<file path="config.mk">
export PLATFORM = sky130hd
export DESIGN_NAME = rd_stream_adapter
export DESIGN_NICKNAME = d
export VERILOG_FILES = /design/src/rtl/rd_stream_adapter.sv
export SDC_FILE = /design/constraint.sdc
export NUM_CORES = 1
export LEC_CHECK = 0
export ABC_AREA = 1
export BUFFER_PORTS_ARGS = -buffer_cell sky130_fd_sc_hd__clkbuf_2
export CAP_MARGIN = 5
export CELL_PAD_IN_SITES_DETAIL_PLACEMENT = 1
export CELL_PAD_IN_SITES_GLOBAL_PLACEMENT = 2
export CORE_AREA = 2 2 64 66
export DETAILED_ROUTE_END_ITERATION = 12
export DIE_AREA = 0 0 66 68
export GPL_TIMING_DRIVEN = 0
export PLACE_DENSITY = 0.71
export RECOVER_POWER = 25
export SKIP_LAST_GASP = 1
export SYNTH_ARGS = -nofsm -noshare
export SYNTH_HDL_FRONTEND = slang
export SYNTH_SLANG_ARGS = --single-unit
</file>
<file path="constraint.sdc">
create_clock -name clk -period 2.07 [get_ports clk]
set_input_delay 0.1035 -clock clk [delete_from_list [all_inputs] [get_ports clk]]
set_output_delay 0.1035 -clock clk [all_outputs]
set_load 0.02 [all_outputs]
</file>
<file path="src/rtl/rd_stream_adapter.sv">
// Read-side stream adapter: issues credit-limited reads to the FIFO memory and
// buffers the one-cycle-late read data into a small circular valid/ready buffer.
module rd_stream_adapter #(
  parameter int DATA_WIDTH = 8,
  parameter int BUF_DEPTH  = 3,
  parameter int CNT_WIDTH  = $clog2(BUF_DEPTH + 1)
) (
  input  logic                  clk,
  input  logic                  reset_n,
  input  logic                  rempty,
  output logic                  rden,
  input  logic [DATA_WIDTH-1:0] rdata,
  output logic                  m_valid,
  input  logic                  m_ready,
  output logic [DATA_WIDTH-1:0] m_data,
  output logic [CNT_WIDTH-1:0]  buf_count
);

  localparam int IDX_W = $clog2(BUF_DEPTH);
  localparam logic [CNT_WIDTH:0] DEPTH_C  = (CNT_WIDTH + 1)'(BUF_DEPTH);
  localparam logic [IDX_W-1:0]   LAST_IDX = IDX_W'(BUF_DEPTH - 1);

  // Circular index step; depth need not be a power of two.
  function automatic logic [IDX_W-1:0] next_idx(input logic [IDX_W-1:0] idx);
    return (idx == LAST_IDX) ? '0 : idx + 1'b1;
  endfunction

  logic [DATA_WIDTH-1:0] buf_mem [BUF_DEPTH];
  logic [IDX_W-1:0]      wr_idx;
  logic [IDX_W-1:0]      rd_idx;
  logic [CNT_WIDTH-1:0]  occ;
  logic                  vld_p1;
  logic [CNT_WIDTH:0]    credit_used;
  logic                  acc_p0;
  logic                  pop;

  // Stage p0: read request. Credit counts the in-flight word so a full buffer is never written.
  assign credit_used = {1'b0, occ} + {{CNT_WIDTH{1'b0}}, vld_p1};
  assign rden        = !rempty && (credit_used < DEPTH_C);
  assign acc_p0      = rden;

  assign m_valid   = (occ != '0);
  assign pop       = m_valid && m_ready;
  assign m_data    = buf_mem[rd_idx];
  assign buf_count = occ;

  // Stage p1: rdata is valid while vld_p1 is high and lands in the buffer at the next edge.
  always_ff @(posedge clk or negedge reset_n) begin
    if (!reset_n) begin
      vld_p1 <= 1'b0;
      wr_idx <= '0;
      rd_idx <= '0;
      occ    <= '0;
    end else begin
      vld_p1 <= acc_p0;
      if (vld_p1) wr_idx <= next_idx(wr_idx);
      if (pop)    rd_idx <= next_idx(rd_idx);
      case ({vld_p1, pop})
        2'b10:   occ <= occ + 1'b1;
        2'b01:   occ <= occ - 1'b1;
        default: occ <= occ;
      endcase
    end
  end

  always_ff @(posedge clk) begin
    if (vld_p1) buf_mem[wr_idx] <= rdata;
  end

  occ_credit_a: assert property (@(posedge clk) disable iff (!reset_n) credit_used <= DEPTH_C)
    else $error("occupancy plus in-flight exceeds buffer depth");

endmodule

</file>
==> results of run 1 <==
[report_power, final]
group          switching [W]  total [W]  internal, W
Combinational       0.000612   0.000898     0.000285
Clock               0.000214   0.000566     0.000352
Sequential         0.0000954   0.000953     0.000857
Total               0.000922    0.00242      0.00149
[cell type report]
class / instances / area share [%]
clock inverters: 3 / 2.54
multi-input cells: 60 / 19.1
inverters: 12 / 2.95
plain buffers: 1 / 0.492
flip-flops and latches: 31 / 58.7
well taps: 50 / 4.10
clock buffers: 5 / 4.51
repair buffers: 24 / 7.55
[final timing paths]
| check | endpoint | slack [ps] | cells after the start |
|---|---|---|---|
| max in group asynchronous | rd_idx[1] | 1690 | 2 |
| min in group asynchronous | vld_p1 | 210 | 2 |
| max reg2reg | buf_mem[2][4] | 300 | 2 |
| min | buf_mem[2][5] | 60 | 1 |
| min reg2reg | buf_count[1] | 560 | 2 |
| max | buf_mem[2][4] | 300 | 2 |
[kinds of logic (layout without fill, tap and decap cells)]
group / after synthesis / after routing / share of synthesized area (%)
fa+ha+maj: 3 / 3 / 3.03
simple gates: 54 / 54 / 19.0
xor+xnor: 1 / 1 / 0.706
buf+inv: 13 / 45 / 4.24
flops: 31 / 31 / 72.3
compound gates: 2 / 2 / 0.807
[routing by layer]
layer / part of all wire [%] / GRT usage (%) / vias to the layer above
met4: 3.1 / 8.42 / 0
met1: 40 / 12.1 / 385
met3: 3.1 / 3.13 / 7
met2: 54 / 22.7 / 15
li1: - / - / 408
met5: 0 / 0 / -
[layout by cell type (no fill, tap or decap), drive strengths merged, types with 2 or more instances in the layout]
cell type / count
dfrtp: 7
inv: 12
clkinv: 2
nor2: 3
clkbuf: 28
o21ai: 2
nand3: 11
ha: 3
nand2: 38
edfxtp: 24
[cell usage after synthesis (2+ instances only)]
cell | instances | area share (%)
inv_2 | 3 | 0.91
nand3_1 | 11 | 4.4
edfxtp_1 | 24 | 58
nand2_1 | 38 | 12
o21ai_0 | 2 | 0.81
nor2_4 | 2 | 1.8
dfrtp_1 | 7 | 14
inv_1 | 9 | 2.7
ha_1 | 3 | 3.0
[registers in the layout, summed over array words and instances (netlist names)]
| register | cells |
|---|---|
| buf_count | 2 |
| buf_mem | 24 |
| rd_idx | 2 |
| vld_p1 | 1 |
| wr_idx | 2 |
[stage by stage]
| step | std cells | area [um2] | power (W) | worst slack [ps] | utilization (%) |
|---|---|---|---|---|---|
| 4_1_cts | 186 | 1540 | 0.00247 | 176 | 39.8 |
| 2_1_floorplan | 104 | 1240 | 0.00157 | 528 | - |
| 3_5_place_dp | 177 | 1420 | 0.00189 | 194 | 36.8 |
| 3_3_place_gp | 177 | 1420 | 0.00185 | 193 | 36.8 |
| 6_report | 186 | 1530 | 0.00242 | 301 | 39.6 |
| 5_1_grt | 186 | 1530 | 0.00260 | 72.4 | 39.6 |
[worst max-delay path: cells and delay by family (launching register included)]
family	cells	cell delay (ps)
buf+inv	1	90
flops	1	420
simple gates	1	870
==> key figures, run 1 <==
Timing
  – Slew headroom: 23.1%
  – Fmax: ~570 MHz
  – Final Hold Slack: 58.9 ps
  – RSZ-0062 raised after global routing: no
  – Worst Skew: 3.24 ps
  – Min Tclk post-route: 1770 ps
  – Final setup vio count: 0
  – Setup TNS: 0 ps
  – Fin crit share: roughly 85%
  – Final Hold Viols: 0
  – Final slew viol count: 0
  – Least-Margin Pin Slew: 1140 ps

Detailed routing
  – Number of nets still failing antenna checks after routing: 0
  – Final WL: 2.41 mm
  – Drt initial violations: 37
  – Vias per cell: 4.38
  – Residual DRC: 0
  – Vias: about 820
  – First drt pass iteration count: 4
  – DR WL/cell: 13.0 um

Finish
  – Share of layout cells above drive strength 1: 20.6%
  – Final net count: 150
  – Register area: 896 um2
  – P&R area growth vs syn: 23.0%
  – Filler cells: 448
  – N_diodes: 0
  – Multi-input gate area: 292 um2

Yosys
  – Mapped Area: about 1200 um2
  – Sequential fraction of the synthesis area: 72.3%
  – Mapped Cells: about 100
  – Ys flop type: edfxtp_1
  – Synth Register Bits: 31
  – Post-synthesis cell type count: 14
  – Ys async rst share: 22.6%
  – Synthesized Nets: 119
  – Synth warnings: 0
  – Avg Inst Size Synth: 11.9 um2
  – EDFF count, synth: 24

Die
  – I/O Pins: 24
  – # rows: 23
  – Die Height: about 68 um
  – Total core area: 3860 um2
  – Initial core utilization: 32.2%
  – DIE WIDTH: roughly 66 um
  – Die area: 4490 um2

Hold path
  – Hold/Removal Path Class: input port to flip-flop
  – Hold_sp: rdata[5]

Worst setup path
  – Req. time, crit path: 1960 ps
  – CP startpoint kind: flip-flop
  – Arr. time, crit path: 1660 ps
  – Crit-path max cell delay: 870 ps
  – Crit-path cells: inv_1 -> nor3_1
  – Worst Setup End Kind: flip-flop
  – Crit. Startpoint: vld_p1
  – Worst r2r src: vld_p1
  – Slowest CP cell: nor3_1
  – Worst Path Max Fanout: 8
  – Crit path kind: flip-flop to flip-flop

Clocking
  – Clock insertion delay at the later pin of the skew report: 280 ps
  – Post-CTS setup buffer count: 0
  – CTS Buffer Depth: 2
  – CTS tree: done
  – Hold buffer count at CTS: 1
  – CTS Buf Count: 5
  – # H-tree levels: 2
  – # resized after CTS: 0
  – Reg clk slew, reported paths: 60 ps
  – CTS Sinks: 31
  – Root buf cell: clkbuf_8

GRT
  – GRT Util Overall: 12.3%
  – Largest net degree at the start of global routing: 11
  – Initial antenna violation count: 0
  – Vias in the first global route: 872
  – GRT Residual Overflow: 0
  – First-pass GRT wire length: 3.83 mm

Placed design
  – Gpl congestion: 0.646
  – Final HPWL DP: 1.71 mm
  – Number of buffers added on ports: 23

Power
  – Worst VDD drop: slightly above 0.5 mV
  – Leak: 0.658 nW
  – Pwr/cell area: 1580 nW/um2

Status
  – Status: finished, final reports clean

Job
  – Max-Cap Viols: 0
No activity file was read; power rests on OpenSTA's default activity.
==> run 2, diff against run 1 <==
- ABC_AREA: 1 -> 0
- CORE_AREA: 2 2 64 66 -> 2 2 62 64
- DIE_AREA: 0 0 66 68 -> 0 0 64 66
==> run 2 against run 1 <==
  * Die area fell by 5.9%
  * Critical path depth rose by 2
  * Clock skew rose by 7.2 ps
  * Routed wire length fell by 9.5%
  * First-iteration DRC count fell by 76%
  * Synthesized cell count fell by 22%
  * Sequential cell count did not move
  * Register-to-register slack improved by 260 ps
  * Power fell by 9.2%
  * Via count fell by 5.2%
  * Critical path type is now flip-flop to output port
  * Critical endpoint is now rden
==> key figures, run 2 <==
Worst setup path
  – Crit-path cells: ha_1 -> ha_1 -> a211oi_1 -> clkbuf_2 (was inv_1 -> nor3_1)
  – Most Frequent Cell on Critical Path: ha_1
  – Crit. Startpoint: buf_count[0] (was vld_p1)
  – Arr. time, crit path: 1810 ps (was 1660 ps)
  – Crit path kind: flip-flop to output port (was flip-flop to flip-flop)
  – Req. time, crit path: 1970 ps (was 1960 ps)
  – Worst r2r src: vld_p1 (unchanged)
  – Slowest CP cell: dfrtp_1 (was nor3_1)
  – Worst Setup End Kind: output port (was flip-flop)
  – Worst Path Max Fanout: 6 (was 8)
  – R2R cell count: 3 (was 2)
  – CP startpoint kind: flip-flop (unchanged)
  – Crit-path max cell delay: 470 ps (was 870 ps)

Die
  – Die Height: 66 um (was 68 um)
  – I/O Pins: 24 (unchanged)
  – DIE WIDTH: 64 um (was 66 um)
  – Total core area: 3550 um2 (was 3860 um2)
  – Die area: 4220 um2 (was 4490 um2)
  – Initial core utilization: 34.5% (was 32.2%)
  – # rows: 22 (was 23)

Yosys
  – Ys flop type: edfxtp_1 (unchanged)
  – Synth top area cells: edfxtp_1 59%, dfrtp_1 14%, mux2i_1 6.5%, o21ai_1 3.3%, ha_1 3.1% (was edfxtp_1 58%, dfrtp_1 14%, nand2_1 12%, nand3_1 4.4%, ha_1 3.0%)
  – Mapped Area: 1220 um2 (was 1240 um2)
  – Avg Inst Size Synth: 15.1 um2 (was 11.9 um2)
  – Synth top area share: 58.9% (was 58.1%)
  – Synth warnings: 0 (unchanged)
  – Post-synth top cells: 24 x edfxtp_1, 10 x nand2_1, 8 x mux2i_1, 8 x o21ai_1, 7 x dfrtp_1 (was 38 x nand2_1, 24 x edfxtp_1, 11 x nand3_1)
  – Post-synth top area cell: edfxtp_1 (unchanged)
  – EDFF count, synth: 24 (unchanged)
  – Synth Register Bits: 31 (unchanged)
  – Post-synthesis cell type count: 20 (was 14)
  – Ys async rst share: 22.6% (unchanged)
  – Sequential fraction of the synthesis area: 73.2% (was 72.3%)
  – Count leader, synth: edfxtp_1 (was nand2_1)
  – Synthesized Nets: 96 (was 119)
  – Mapped Cells: 81 (was 104)

GRT
  – GRT Residual Overflow: 0 (unchanged)
  – GRT Util Overall: 12.6% (was 12.3%)
  – Initial antenna violation count: 0 (unchanged)
  – Vias in the first global route: 797 (was 872)
  – Largest net degree at the start of global routing: 11 (unchanged)
  – First-pass GRT wire length: 3.78 mm (was 3.83 mm)

Power
  – Switching Power: 0.000851 W (was 0.000922 W)
  – Sequential share of power: 42.9% (was 39.4%)
  – Comb power frac: 42.7% (was 37.1%)
  – Worst VDD drop: 0.703 mV (was 0.520 mV)
  – Leak: 0.631 nW (was 0.658 nW)
  – Internal power: 0.00134 W (was 0.00149 W)
  – Pwr/cell area: 1410 nW/um2 (was 1580 nW/um2)
  – Clock share of power: 14.4% (was 23.4%)
  – Sw Ratio: 38.8% (was 38.2%)

Timing
  – Final Hold Slack: 109 ps (was 58.9 ps)
  – Setup TNS: 0 ps (unchanged)
  – Worst Skew: 10.4 ps (was 3.24 ps)
  – Fmax: 523 MHz (was 565 MHz)
  – Final slew viol count: 0 (unchanged)
  – Least-Margin Pin Slew: 786 ps (was 1140 ps)
  – RSZ-0062 raised after global routing: no (unchanged)
  – Min Tclk post-route: 1910 ps (was 1770 ps)
  – Final setup vio count: 0 (unchanged)
  – Worst setup margin: 159 ps (was 301 ps)
  – Fin crit share: 92.3% (was 85.4%)
  – Slew headroom: 47.4% (was 23.1%)
  – Final Hold Viols: 0 (unchanged)

Clocking
  – CTS Sinks: 31 (unchanged)
  – # H-tree levels: 2 (unchanged)
  – Root buf cell: clkbuf_4 (was clkbuf_8)
  – CTS Buffer Depth: 2 (unchanged)
  – CTS tree: done (unchanged)
  – # resized after CTS: 0 (unchanged)
  – Clock insertion delay at the later pin of the skew report: 320 ps (was 280 ps)
  – Post-CTS setup buffer count: 0 (unchanged)
  – CTS Buf Count: 5 (unchanged)
  – Reg clk slew, reported paths: 90 ps (was 60 ps)
  – Hold buffer count at CTS: 10 (was 1)

Placed design
  – DP Worst Slack: 491 ps (was 194 ps)
  – Area after DPL: 1410 um2 (was 1420 um2)
  – Gpl congestion: 0.666 (was 0.646)
  – Number of buffers added on ports: 23 (unchanged)
  – Final HPWL DP: 1.60 mm (was 1.71 mm)

Detailed routing
  – Number of nets still failing antenna checks after routing: 0 (unchanged)
  – Top layer in use: met4 (unchanged)
  – Met3 wire length: 116 um (was 75 um)
  – DR WL/cell: 12.7 um (was 13.0 um)
  – Final WL: 2.18 mm (was 2.41 mm)
  – Metal1 wirelength: 892 um (was 961 um)
  – Vias: 773 (was 815)
  – Residual DRC: 0 (unchanged)
  – First drt pass iteration count: 4 (unchanged)
  – Drt initial violations: 9 (was 37)
  – Vias per cell: 4.49 (was 4.38)
  – Wire length on met2: 1.13 mm (was 1.30 mm)

Finish
  – Final net count: 138 (was 150)
  – Filler cells: 402 (was 448)
  – Share of layout cells above drive strength 1: 24.2% (was 20.6%)
  – Most flops, register: buf_mem (unchanged)
  – Design area: 1550 um2 (was 1530 um2)
  – Most frequent cells in the layout: 24 x edfxtp_1, 17 x clkbuf_2, 10 x nand2_1, 10 x dlygate4sd3_1 (was 38 x nand2_1, 24 x edfxtp_1, 15 x clkbuf_2)
  – Most common cell after layout, fill and taps aside: edfxtp_1 (was nand2_1)
  – Max reg flops: 24 (unchanged)
  – P&R area growth vs syn: 26.8% (was 23.0%)
  – N_diodes: 0 (unchanged)

Hold path
  – Hold_sp: m_ready (was rdata[5])
  – Hold/Removal Path Class: input port to flip-flop (unchanged)
  – Worst Hold Path Cells: 3 (was 1)

Status
  – Status: finished, final reports clean (unchanged)

Job
  – Max-Cap Viols: 0 (unchanged)
## run 2: changes by cell type in the layout (fill, tap and decap cells not counted), moves of 7 or more
cell	before	now
o21ai_1	0	8
inv_1	9	2
nand3_1	11	0
mux2i_1	0	8
dlygate4sd3_1	1	10
nand2_1	38	10
## run 2: area by class of cell
class / instances / area [um2] / share of cell area (%)
Clock inverter: 1 / 5.00 / 0.323
Timing Repair Buffer: 35 / 218 / 14.0
Tap cell: 48 / 60.1 / 3.87
Multi-Input combinational cell: 45 / 303 / 19.5
Clock buffer: 7 / 45.0 / 2.90
Sequential cell: 31 / 896 / 57.7
Buffer: 3 / 17.5 / 1.13
Inverter: 2 / 7.51 / 0.484
## run 2: worst max-delay path: cells and delay by family, from the launching register on
family	cells	cell delay (ps)
DFF	1	470
adders and majority gates	2	510
buffers and inverters	1	220
AOI/OAI and AO/OA	1	280
## run 2: path summary, 6_finish.rpt
path,endpoint,slack (ps)
setup / recovery,rden,160
hold / removal,rd_idx[1],110
setup reg to reg,buf_mem[2][7],560
hold reg to reg,wr_idx[1],530
max in group asynchronous,wr_idx[0],1580
min in group asynchronous,buf_count[1],200
## run 2: kinds of logic (layout without fill, tap and decap cells)
group	count (synthesis)	after routing	synth area share [%]
XOR/XNOR	3	3	2.15
flip-flops	31	31	73.2
AND/OR/NAND/NOR	17	17	6.14
multiplexers	8	8	6.54
AO/OA/AOI/OAI	14	14	6.85
adder cells (fa/ha/maj)	3	3	3.07
buffers and inverters	5	48	2.05
## run 2: routing by layer
layer | track usage, % | vias up
li1 | - | 381
met1 | 13.2 | 368
met2 | 22.3 | 19
met3 | 4.60 | 5
met4 | 6.52 | 0
met5 | 0 | -
## run 2: stage by stage
stage	total power [W]	std cells	util, %
floorplan	0.00159	81	-
global placement	0.00186	152	39.4
detailed placement	0.00191	154	39.7
CTS	0.00225	172	43.9
global route	0.00238	172	43.7
finish	0.00219	172	43.7
## run 2: power groups by stage
| stage | clock network [W] | registers (W) | logic, W |
|---|---|---|---|
| after floorplan | 0 | 0.000963 | 0.000631 |
| after global placement | 0 | 0.000950 | 0.000908 |
| after detailed placement | 0 | 0.000959 | 0.000950 |
| after CTS | 0.000334 | 0.000945 | 0.000967 |
| after global routing | 0.000365 | 0.000967 | 0.00105 |
| final | 0.000315 | 0.000942 | 0.000937 |
==> run 3, diff against run 2 <==
==> constraint.sdc (replaced) <==
create_clock -name clk -period 2.07 [get_ports clk]
set_input_delay 0.3105 -clock clk [delete_from_list [all_inputs] [get_ports clk]]
set_output_delay 0.3105 -clock clk [all_outputs]
set_load 0.02 [all_outputs]
==> run 3 against run 2 <==
  * Sequential power shrank 1%
  * Critical endpoint unchanged
  * Largest cell class unchanged
  * Sequential share of layout area grew 3.0 points
  * Power grew 1.5%
  * Combinational power grew 4.4%
  * Register-to-register slack lost 20 ps
  * Global-route usage shrank 0.12 points
  * Non-clock buffer count shrank 8
  * First-iteration DRC count shrank 11%
  * Worst setup slack lost 25 ps
  * Routed wire length shrank 0.18%
  * Worst hold slack gained 30 ps
==> key figures, run 3 (synthesis gave the netlist of run 2 again) <==
Power
  – Total Power: 0.00223 W (was 0.00219 W)
  – Worst VDD drop: 0.665 mV (was 0.703 mV)
  – Pwr/cell area: 1510 nW/um2 (was 1410 nW/um2)
  – Leak: 0.599 nW (was 0.631 nW)

Finish
  – P&R area growth vs syn: 20.8% (was 26.8%)
  – N_diodes: 0 (unchanged)
  – Final net count: 130 (was 138)
  – Most frequent cells in the layout: 24 x edfxtp_1, 16 x clkbuf_2, 10 x nand2_1 (was 24 x edfxtp_1, 17 x clkbuf_2, 10 x nand2_1, 10 x dlygate4sd3_1)
  – Share of layout cells above drive strength 1: 28.4% (was 24.2%)
  – Max reg flops: 24 (unchanged)
  – Most common cell after layout, fill and taps aside: edfxtp_1 (unchanged)
  – Filler cells: 399 (was 402)
  – Most flops, register: buf_mem (unchanged)

Detailed routing
  – First drt pass iteration count: 4 (unchanged)
  – Residual DRC: 0 (unchanged)
  – Number of nets still failing antenna checks after routing: 0 (unchanged)
  – Vias: 749 (was 773)
  – Final WL: 2.18 mm (about the same)
  – Drt initial violations: 8 (was 9)
  – DR WL/cell: 13.3 um (was 12.7 um)
  – Vias per cell: 4.57 (was 4.49)

Worst setup path
  – CP Capture Point: rden (unchanged)
  – R2R Setup Slk: 540 ps (was 560 ps)
  – Slowest CP cell: dfrtp_2 (was dfrtp_1)
  – Worst r2r src: buf_count[0] (was vld_p1)
  – R2R cell count: 7 (was 3)
  – Most Frequent Cell on Critical Path: ha_1 (unchanged)
  – Req. time, crit path: 1760 ps (was 1970 ps)
  – Worst Path Max Fanout: 2 (was 6)
  – Crit-path cells: ha_1 -> ha_1 -> a211oi_2 -> buf_4 (was ha_1 -> ha_1 -> a211oi_1 -> clkbuf_2)
  – Crit. Startpoint: buf_count[0] (unchanged)
  – Arr. time, crit path: 1630 ps (was 1810 ps)
  – CP startpoint kind: flip-flop (unchanged)
  – Worst Setup End Kind: output port (unchanged)
  – Crit path kind: flip-flop to output port (unchanged)
  – Crit-path max cell delay: 420 ps (was 470 ps)
  – FF-to-FF End: buf_count[1] (was buf_mem[2][7])

Placed design
  – Final HPWL DP: 1.60 mm (unchanged)
  – Number of buffers added on ports: 23 (unchanged)
  – DP Worst Slack: 284 ps (was 491 ps)
  – Gpl congestion: 0.666 (unchanged)

Die
  – I/O Pins: 24 (unchanged)
  – Die Height: 66 um (unchanged)
  – # rows: 22 (unchanged)
  – DIE WIDTH: 64 um (unchanged)
  – Die area: 4220 um2 (unchanged)
  – Initial core utilization: 34.5% (unchanged)
  – Total core area: 3550 um2 (unchanged)

GRT
  – GRT Util Overall: 12.5% (was 12.6%)
  – First-pass GRT wire length: 3.76 mm (was 3.78 mm)
  – Largest net degree at the start of global routing: 11 (unchanged)
  – Initial antenna violation count: 0 (unchanged)
  – Vias in the first global route: 774 (was 797)
  – GRT Residual Overflow: 0 (unchanged)

Clocking
  – # H-tree levels: 2 (unchanged)
  – CTS Buffer Depth: 2 (unchanged)
  – CTS Buf Count: 5 (unchanged)
  – Clock insertion delay at the later pin of the skew report: 320 ps (about the same)
  – CTS tree: done (unchanged)
  – Reg clk slew, reported paths: 90 ps (about the same)
  – CTS Sinks: 31 (unchanged)
  – Root buf cell: clkbuf_4 (unchanged)

Timing
  – Final Hold Viols: 0 (unchanged)
  – Setup TNS: 0 ps (unchanged)
  – RSZ-0062 raised after global routing: no (unchanged)
  – Min Tclk post-route: 1940 ps (was 1910 ps)
  – Fmax: 517 MHz (was 523 MHz)
  – Worst setup margin: 134 ps (was 159 ps)
  – Final setup vio count: 0 (unchanged)
  – Least-Margin Pin Slew: 783 ps (was 786 ps)
  – Worst Skew: 10.6 ps (was 10.4 ps)
  – Slew headroom: 47.6% (was 47.4%)
  – Fin crit share: 93.5% (was 92.3%)
  – Final slew viol count: 0 (unchanged)

Job
  – Max-Cap Viols: 0 (unchanged)

Hold path
  – Hold/Removal Path Class: input port to flip-flop (unchanged)

Status
  – Status: finished, final reports clean (unchanged)
==> run 3: final cells by class <==
type                            instances  area (um2)  area share (%)
Inverter                                2        7.51           0.508
Buffer                                  3        17.5            1.19
Timing Repair Buffer                   27         138            9.31
Sequential cell                        31         897            60.7
Multi-Input combinational cell         45         308            20.8
Clock buffer                            7        45.0            3.05
Clock inverter                          1        5.00           0.339
Tap cell                               48        60.1            4.06
==> run 3: what timing repair did <==
action / CTS / global route
gates cloned: 0 / 0
endpoints found under the hold margin: 7 / 0
buffers inserted: 0 / 1
pin swaps: 0 / 1
setup endpoints to repair: 1 / 1
resized for setup: 3 / 1
hold buffers: 1 / 0
==> run 3: how the worst min path moves through the flow <==
stage	start	end	slack, ps	cells past startpoint
2_1_floorplan	reset_n	buf_count[0]	10	0
3_3_place_gp	reset_n	buf_count[1]	160	1
3_5_place_dp	reset_n	buf_count[1]	160	1
4_1_cts	rempty	vld_p1	120	2
5_1_grt	rempty	vld_p1	110	2
6_report	rempty	vld_p1	140	2
==> run 3: metrics by stage <==
step | hold slack, ps | cell area [um2] | std cells | util [%]
2_1_floorplan | 14.9 | 1220 | 81 | -
3_3_place_gp | 157 | 1400 | 152 | 39.4
3_5_place_dp | 165 | 1410 | 154 | 39.7
4_1_cts | 119 | 1480 | 163 | 41.6
5_1_grt | 114 | 1480 | 164 | 41.6
6_report | 139 | 1480 | 164 | 41.6
==> run 3: critical path, delay by kind of cell, from the launching register on <==
family,cells,cell delay (ps)
buffers and inverters,1,180
AOI/OAI and AO/OA,1,220
DFF,1,420
adders and majority gates,2,480
==> run 3: report_power, final <==
part	internal, W	switching, W	leakage (nW)
clock network	0.000132	0.000188	0.0293
logic	0.000373	0.000605	0.264
registers	0.000856	0.0000717	0.305
total	0.00136	0.000864	0.599
==> run 3: routing by layer <==
| metal | vias to the layer above | track usage, % | routed length, um |
|---|---|---|---|
| li1 | 365 | - | - |
| met2 | 21 | 22.0 | 1130 |
| met4 | 0 | 6.52 | 46 |
| met1 | 357 | 12.8 | 853 |
| met3 | 6 | 4.94 | 145 |
| met5 | - | 0 | 0 |
